--- src/rtl/dpram_fifo_ctrl_if.sv ---
// Stream interface for dpram_fifo_ctrl: the push side (in_*) and the pop side
// (out_*) of the FIFO, both using valid/ready handshakes.
// master = producer/consumer environment, slave = the FIFO controller.
interface dpram_fifo_ctrl_if #(
    parameter int DATA_W = 14
);
    logic              in_valid;
    logic              in_ready;
    logic [DATA_W-1:0] in_data;
    logic              out_valid;
    logic              out_ready;
    logic [DATA_W-1:0] out_data;

    modport master (
        output in_valid, in_data, out_ready,
        input  in_ready, out_valid, out_data
    );

    modport slave (
        input  in_valid, in_data, out_ready,
        output in_ready, out_valid, out_data
    );
endinterface

--- src/rtl/dpram_fifo_ctrl.sv ---
// Ring-buffer FIFO controller driving a simple dual-port RAM.
// Port A of the RAM is written on every accepted push; port B is read to
// prefetch words into a 2-entry output buffer that hides the RAM's registered
// read. Total capacity is DEPTH RAM words plus 2 buffered words.
// Optional macro DPRAM_FIFO_CTRL_LEVEL_EN adds the registered `level` and
// `almost_full` outputs.
module dpram_fifo_ctrl #(
    parameter int DATA_W = 14,
    parameter int ADDR_W = 6,
    parameter int DEPTH  = 64
) (
    input  logic              clk,
    input  logic              rst,
    dpram_fifo_ctrl_if.slave  strm,
    output logic [ADDR_W-1:0] ram_addr_a,
    output logic [DATA_W-1:0] ram_data_a,
    output logic              ram_we_a,
    output logic [ADDR_W-1:0] ram_addr_b,
    output logic              ram_we_b,
    input  logic [DATA_W-1:0] ram_q_b
`ifdef DPRAM_FIFO_CTRL_LEVEL_EN
    ,
    output logic [ADDR_W+1:0] level,
    output logic              almost_full
`endif
);

    localparam int CW = ADDR_W + 1;   // mem_count must reach DEPTH itself

    logic [ADDR_W-1:0] wr_ptr_q, wr_ptr_d;
    logic [ADDR_W-1:0] rd_ptr_q, rd_ptr_d;
    logic [CW-1:0]     mem_count_q, mem_count_d;
    logic [1:0]        buf_count_q, buf_count_d;
    logic              rd_inflight_q, rd_inflight_d;
    logic [DATA_W-1:0] obuf_q [2];
    logic [DATA_W-1:0] obuf_d [2];

    logic              push;
    logic              pop;
    logic              rd_issue;
    logic [1:0]        kept;          // buffer entries surviving this cycle's pop

    // Handshake outputs come from registers only, never from the other side's inputs.
    assign strm.in_ready  = (mem_count_q < CW'(DEPTH));
    assign strm.out_valid = (buf_count_q != 2'd0);
    assign strm.out_data  = obuf_q[0];

    assign push = strm.in_valid && strm.in_ready;
    assign pop  = strm.out_valid && strm.out_ready;
    assign kept = buf_count_q - {1'b0, pop};

    // Prefetch only when the words already held or in flight leave room in the buffer.
    // The read only targets committed words, so it never hits the slot written this cycle.
    assign rd_issue = (mem_count_q != '0) &&
                      (({1'b0, kept} + {2'b00, rd_inflight_q}) < 3'd2);

    assign ram_addr_a = wr_ptr_q;
    assign ram_data_a = strm.in_data;
    assign ram_we_a   = push;
    assign ram_addr_b = rd_ptr_q;
    assign ram_we_b   = 1'b0;

    // Next-state logic for pointers, counters and the output buffer.
    always_comb begin
        // NOTE: every _d gets its hold value first, so no path through this block leaves a latch.
        wr_ptr_d      = wr_ptr_q;
        rd_ptr_d      = rd_ptr_q;
        obuf_d[0]     = obuf_q[0];
        obuf_d[1]     = obuf_q[1];
        rd_inflight_d = rd_issue;

        if (push) begin
            wr_ptr_d = wr_ptr_q + ADDR_W'(1);   // natural wrap since DEPTH = 2**ADDR_W
        end
        if (rd_issue) begin
            rd_ptr_d = rd_ptr_q + ADDR_W'(1);
        end

        mem_count_d = mem_count_q + CW'(push) - CW'(rd_issue);

        // Pop shifts only when a second word exists; popping the last word
        // leaves the head register alone so out_data holds its last value.
        if (pop && buf_count_q == 2'd2) begin
            obuf_d[0] = obuf_q[1];
        end
        // The RAM word issued last cycle lands behind whatever survives the pop.
        if (rd_inflight_q) begin
            if (kept == 2'd0) begin
                obuf_d[0] = ram_q_b;
            end else begin
                obuf_d[1] = ram_q_b;
            end
        end

        buf_count_d = kept + {1'b0, rd_inflight_q};
    end

    // State registers; reset discards everything in flight (RAM contents untouched).
    always_ff @(posedge clk or posedge rst) begin
        if (rst) begin
            wr_ptr_q      <= '0;
            rd_ptr_q      <= '0;
            mem_count_q   <= '0;
            buf_count_q   <= '0;
            rd_inflight_q <= 1'b0;
            // NOTE: the 2-entry buffer is reset (unlike the RAM) because its head is out_data, which must read 0 after reset.
            obuf_q[0]     <= '0;
            obuf_q[1]     <= '0;
        end else begin
            // NOTE: non-blocking assignments so every register samples pre-edge values.
            wr_ptr_q      <= wr_ptr_d;
            rd_ptr_q      <= rd_ptr_d;
            mem_count_q   <= mem_count_d;
            buf_count_q   <= buf_count_d;
            rd_inflight_q <= rd_inflight_d;
            obuf_q[0]     <= obuf_d[0];
            obuf_q[1]     <= obuf_d[1];
        end
    end

`ifdef DPRAM_FIFO_CTRL_LEVEL_EN
    logic [ADDR_W+1:0] level_q;
    logic              almost_full_q;

    // Occupancy flags registered from next-state values so they track the live counters.
    always_ff @(posedge clk or posedge rst) begin
        if (rst) begin
            level_q       <= '0;
            almost_full_q <= 1'b0;
        end else begin
            level_q       <= (ADDR_W+2)'(mem_count_d) + (ADDR_W+2)'(buf_count_d)
                             + (ADDR_W+2)'(rd_inflight_d);
            almost_full_q <= (mem_count_d >= CW'(DEPTH - 4));
        end
    end

    assign level       = level_q;
    assign almost_full = almost_full_q;
`endif

endmodule

--- src/flat_wrapper.sv ---
// flat-port wrapper written by rule: the top's interface ports become plain ports
module dpram_fifo_ctrl_flat 
#(
    parameter int DATA_W = 14,
    parameter int ADDR_W = 6,
    parameter int DEPTH  = 64
)
  (clk, rst, ram_addr_a, ram_data_a, ram_we_a, ram_addr_b, ram_we_b, ram_q_b, strm_in_valid, strm_in_data, strm_out_ready, strm_in_ready, strm_out_valid, strm_out_data);
  dpram_fifo_ctrl_if #(.DATA_W(DATA_W)) strm_i ();
  input  logic clk;
  input  logic rst;
  output logic [ADDR_W-1:0] ram_addr_a;
  output logic [DATA_W-1:0] ram_data_a;
  output logic ram_we_a;
  output logic [ADDR_W-1:0] ram_addr_b;
  output logic ram_we_b;
  input  logic [DATA_W-1:0] ram_q_b;
  input wire logic [$bits(strm_i.in_valid)-1:0] strm_in_valid;
  input wire logic [$bits(strm_i.in_data)-1:0] strm_in_data;
  input wire logic [$bits(strm_i.out_ready)-1:0] strm_out_ready;
  output wire logic [$bits(strm_i.in_ready)-1:0] strm_in_ready;
  output wire logic [$bits(strm_i.out_valid)-1:0] strm_out_valid;
  output wire logic [$bits(strm_i.out_data)-1:0] strm_out_data;
  assign strm_i.in_valid = strm_in_valid;
  assign strm_i.in_data = strm_in_data;
  assign strm_i.out_ready = strm_out_ready;
  assign strm_in_ready = strm_i.in_ready;
  assign strm_out_valid = strm_i.out_valid;
  assign strm_out_data = strm_i.out_data;
  dpram_fifo_ctrl #(.DATA_W(DATA_W), .ADDR_W(ADDR_W), .DEPTH(DEPTH)) u_core (.clk(clk), .rst(rst), .strm(strm_i), .ram_addr_a(ram_addr_a), .ram_data_a(ram_data_a), .ram_we_a(ram_we_a), .ram_addr_b(ram_addr_b), .ram_we_b(ram_we_b), .ram_q_b(ram_q_b));
endmodule
--- config.mk ---
export PLATFORM = sky130hd
export DESIGN_NAME = dpram_fifo_ctrl_flat
export DESIGN_NICKNAME = d
export VERILOG_FILES = /design/src/rtl/dpram_fifo_ctrl_if.sv /design/src/rtl/dpram_fifo_ctrl.sv /design/src/flat_wrapper.sv
export SDC_FILE = /design/constraint.sdc
export NUM_CORES = 1
export LEC_CHECK = 0
export ABC_CLOCK_PERIOD_IN_PS = 6750
export BUFFER_PORTS_ARGS = -buffer_cell sky130_fd_sc_hd__clkbuf_2
export CAP_MARGIN = 20
export CELL_PAD_IN_SITES_DETAIL_PLACEMENT = 0
export CELL_PAD_IN_SITES_GLOBAL_PLACEMENT = 1
export CORE_MARGIN = 2
export CORE_UTILIZATION = 31
export CTS_BUF_LIST = sky130_fd_sc_hd__clkbuf_4 sky130_fd_sc_hd__clkbuf_8
export CTS_CLUSTER_SIZE = 40
export DETAILED_ROUTE_END_ITERATION = 12
export GPL_TIMING_DRIVEN = 0
export PLACE_DENSITY_LB_ADDON = 0.15
export SYNTH_ARGS = -nofsm -noshare
export SYNTH_HDL_FRONTEND = slang
export SYNTH_SLANG_ARGS = --single-unit
export TNS_END_PERCENT = 10
--- constraint.sdc ---
create_clock -name clk -period 6.75 [get_ports clk]
set_clock_uncertainty 0.2 [all_clocks]
set_input_delay 1.0125 -clock clk [delete_from_list [all_inputs] [get_ports clk]]
set_output_delay 1.0125 -clock clk [all_outputs]
set_load 0.005 [all_outputs]
==> impl_metrics.json <==
{
  "status": "finished, final reports clean",
  "yosys.area.top_type": "dfrtp_1",
  "drive_above_1_share": 0.3800,
  "htree_num_levels": 2,
  "rsz0062_at_grt": "false",
  "multi_input_area_um2": 1027,
  "synth.avg_cell_area_um2": 11.24,
  "cts_resized": 0,
  "cts_hold_buf": 0,
  "synth_area_leaders": "dfrtp_1 48%, buf_4 8.4%, ha_1 6.7%, mux2i_1 5.4%, mux2_1 4.3%",
  "seqPwrFrac": 0.354,
  "grt_first_pass_wirelength_um": 7831,
  "drt_iter0_markers": 53,
  "pwr_density_cell_nw_per_um2": 513.8,
  "worstSetupEndpointType": "flip-flop",
  "worst_pin_slew_ns": 0.5488,
  "rows": 33,
  "setup_viol": 0,
  "syn2layout_area_growth_pct": 22.06,
  "hold_path.class": "flip-flop to flip-flop",
  "ir_worst_vdd_mv": 0.2405,
  "power.leakage_nw": 1.654,
  "drt_wl_total_um": 4893,
  "numPortBuffers": 60,
  "pwr-share-comb": 0.506,
  "final-seq-area_um2": 1251,
  "layout.nets": 346,
  "io_pins": 76,
  "cts_setup_buffers": 0,
  "core_um2": 8175,
  "period_needed_ns": 3.971,
  "clkPwrFrac": 0.140,
  "place_ws_ns": 2.427,
  "cts_max_path_buffers": 2,
  "drv_slew": 0,
  "p_int_mw": 1.021,
  "clockRootBuffer": "clkbuf_8",
  "cpMaxStageDelayCell": "fa_1",
  "diodes": 0,
  "setup_slack_ns": 2.779,
  "final_common_cell": "clkbuf_2",
  "finalWeightedCongestion": 0.6598,
  "cp-start-kind": "input pin",
  "fin_setup_tns_ns": 0,
  "grt_max_degree": 28,
  "die_area_um2": 9127,
  "grt_use_total": 0.1121,
  "synthCells": 231,
  "drtAntennaViolNets": 0,
  "cp_max_fo": 5,
  "clock_latency_ns": 0.30,
  "syn_area_um2": 2597,
  "die_width_um": 95.54,
  "numCtsBuffers": 5,
  "grt_overflow": 0,
  "vias": 1733,
  "ys_seq_area_frac": 0.4817,
  "fill_cells": 853,
  "clkSinkCount": 50,
  "worst_ep_required_time_ns": 6.73,
  "yosysWarnings": 0,
  "grt_pass1_vias": 1638,
  "slew_headroom": 0.6336,
  "worstSetupPathType": "input pin to flip-flop",
  "final_cell_mix": "60 x clkbuf_2, 50 x dfrtp_1, 29 x buf_4",
  "netSwitchingFraction": 0.3735,
  "post_drt_wl_per_cell_um": 12.08,
  "cts_tree": "built",
  "initial_core_util": 0.3177,
  "synth_top_area_share": 0.4817,
  "critPathMaxStageDelay_ns": 0.40,
  "min_period_over_period": 0.5882,
  "switchingPower_uw": 608.4,
  "fp.dieH_um": 95.54,
  "drcViolationCount": 0,
  "vias_per_cell": 4.279,
  "arrival_ns": 3.95,
  "first_pass_iters": 4,
  "synth_nets": 278,
  "synthDistinctLibCells": 35,
  "fmax_mhz": 251.8,
  "antenna_found_initial": 0,
  "synth_seq_cells": 50,
  "hpwl_um": 3601,
  "crit_chain": "clkbuf_2, and2_1, ha_1, inv_1, ha_1, inv_1, ha_1, o41ai_4, inv_1, ha_1, inv_1, ha_1, inv_1, fa_1, nor2b_1, o221ai_1, a21oi_1, o211ai_1",
  "drv_cap": 0,
  "hold_viol_final": 0,
  "cts.clk_slew.worst_paths_ns": 0.09
}
==> per-stage QoR <==
stage	instances	power (mW)	utilization	hold slack, ns	cell area, um^2
3_5_place_dp	397	1.428	0.3730	0.2681	3049
5_1_grt	405	1.795	0.3878	0.2989	3171
4_1_cts	405	1.662	0.3878	0.2815	3171
2_1_floorplan	231	1.191	-	0.2574	2597
3_3_place_gp	396	1.419	0.3705	0.2613	3029
6_report	405	1.629	0.3878	0.2777	3171
==> metal layers <==
metal	routed length, um	GRT usage	vias to the layer above
li1	-	-	866
met1	2344	0.1470	823
met2	2315	0.1853	42
met3	207	0.02530	2
met4	25	0.03214	0
met5	0	0	-
==> synthesized netlist by cell type <==
master	count
nand4_1	2
nor3_1	3
buf_4	29
dfrtp_1	50
a21o_1	1
mux2_2	5
o41ai_4	1
buf_6	1
o31ai_1	1
nand2_1	8
o21ai_0	2
nand3_1	3
a21boi_4	1
o211ai_1	1
clkbuf_1	1
nor2b_1	3
nand3_2	1
buf_2	3
ha_1	14
fa_1	1
nor2_1	17
or2_2	2
xor2_1	5
and2_1	1
a211oi_1	1
xnor2_1	9
mux2_1	10
conb_1	1
a21boi_0	1
xnor2_2	1
mux2i_1	14
o221ai_1	1
and4_1	1
a21oi_1	17
inv_1	19
==> worst max-delay path, delay by kind of cell <==
family	cells	cell delay, ns
fa+ha+maj	6	1.58
buf+inv	6	0.54
compound gates	4	0.52
simple gates	2	0.30
==> power by group through the flow <==
stage / registers, mW / clock network (mW) / logic, mW
after floorplan: 0.561 / 0 / 0.630
after global placement: 0.585 / 0 / 0.833
after detailed placement: 0.586 / 0 / 0.842
after CTS: 0.579 / 0.238 / 0.845
after global routing: 0.600 / 0.248 / 0.946
final: 0.577 / 0.228 / 0.824
==> layout make-up <==
class                   instances  area share
flip-flops and latches         50      0.3946
well taps                     105     0.04144
plain buffers                  34     0.07814
clock inverters                 2     0.01223
clock buffers                   6     0.02605
repair buffers                 61      0.1010
multi-input cells             128      0.3240
inverters                      19     0.02249
==> cell families after synthesis <==
| family | Yosys count | synth area share |
|---|---|---|
| simple gates | 41 | 0.07418 |
| fa+ha+maj | 15 | 0.07515 |
| mux | 29 | 0.1190 |
| xor+xnor | 15 | 0.05347 |
| buf+inv | 53 | 0.1228 |
| compound gates | 27 | 0.07226 |
| flops | 50 | 0.4817 |
| other cells | 1 | 0.001444 |
==> final timing paths <==
path | end | cells past startpoint | from | slack, ns
max in group asynchronous | u_core.obuf_q[3] | 3 | rst | 5.29
min in group asynchronous | u_core.mem_count_q[1] | 2 | rst | 0.53
worst min register to register | u_core.ram_addr_b[5] | 1 | u_core.ram_addr_b[5] | 0.28
worst max register to register | u_core.mem_count_q[6] | 18 | u_core.buf_count_q[1] | 2.82
worst max-delay path | u_core.mem_count_q[6] | 18 | strm_out_ready | 2.78
worst min-delay path | u_core.ram_addr_b[5] | 1 | u_core.ram_addr_b[5] | 0.28
==> flip-flops by register name, summed over array words and instances, names as in the netlist <==
signal                cells
u_core.rd_inflight_q      1
u_core.strm.out_data     14
u_core.mem_count_q        7
u_core.buf_count_q        2
u_core.ram_addr_a         6
u_core.ram_addr_b         6
u_core.obuf_q            14
(Power assumes the default switching activity.)
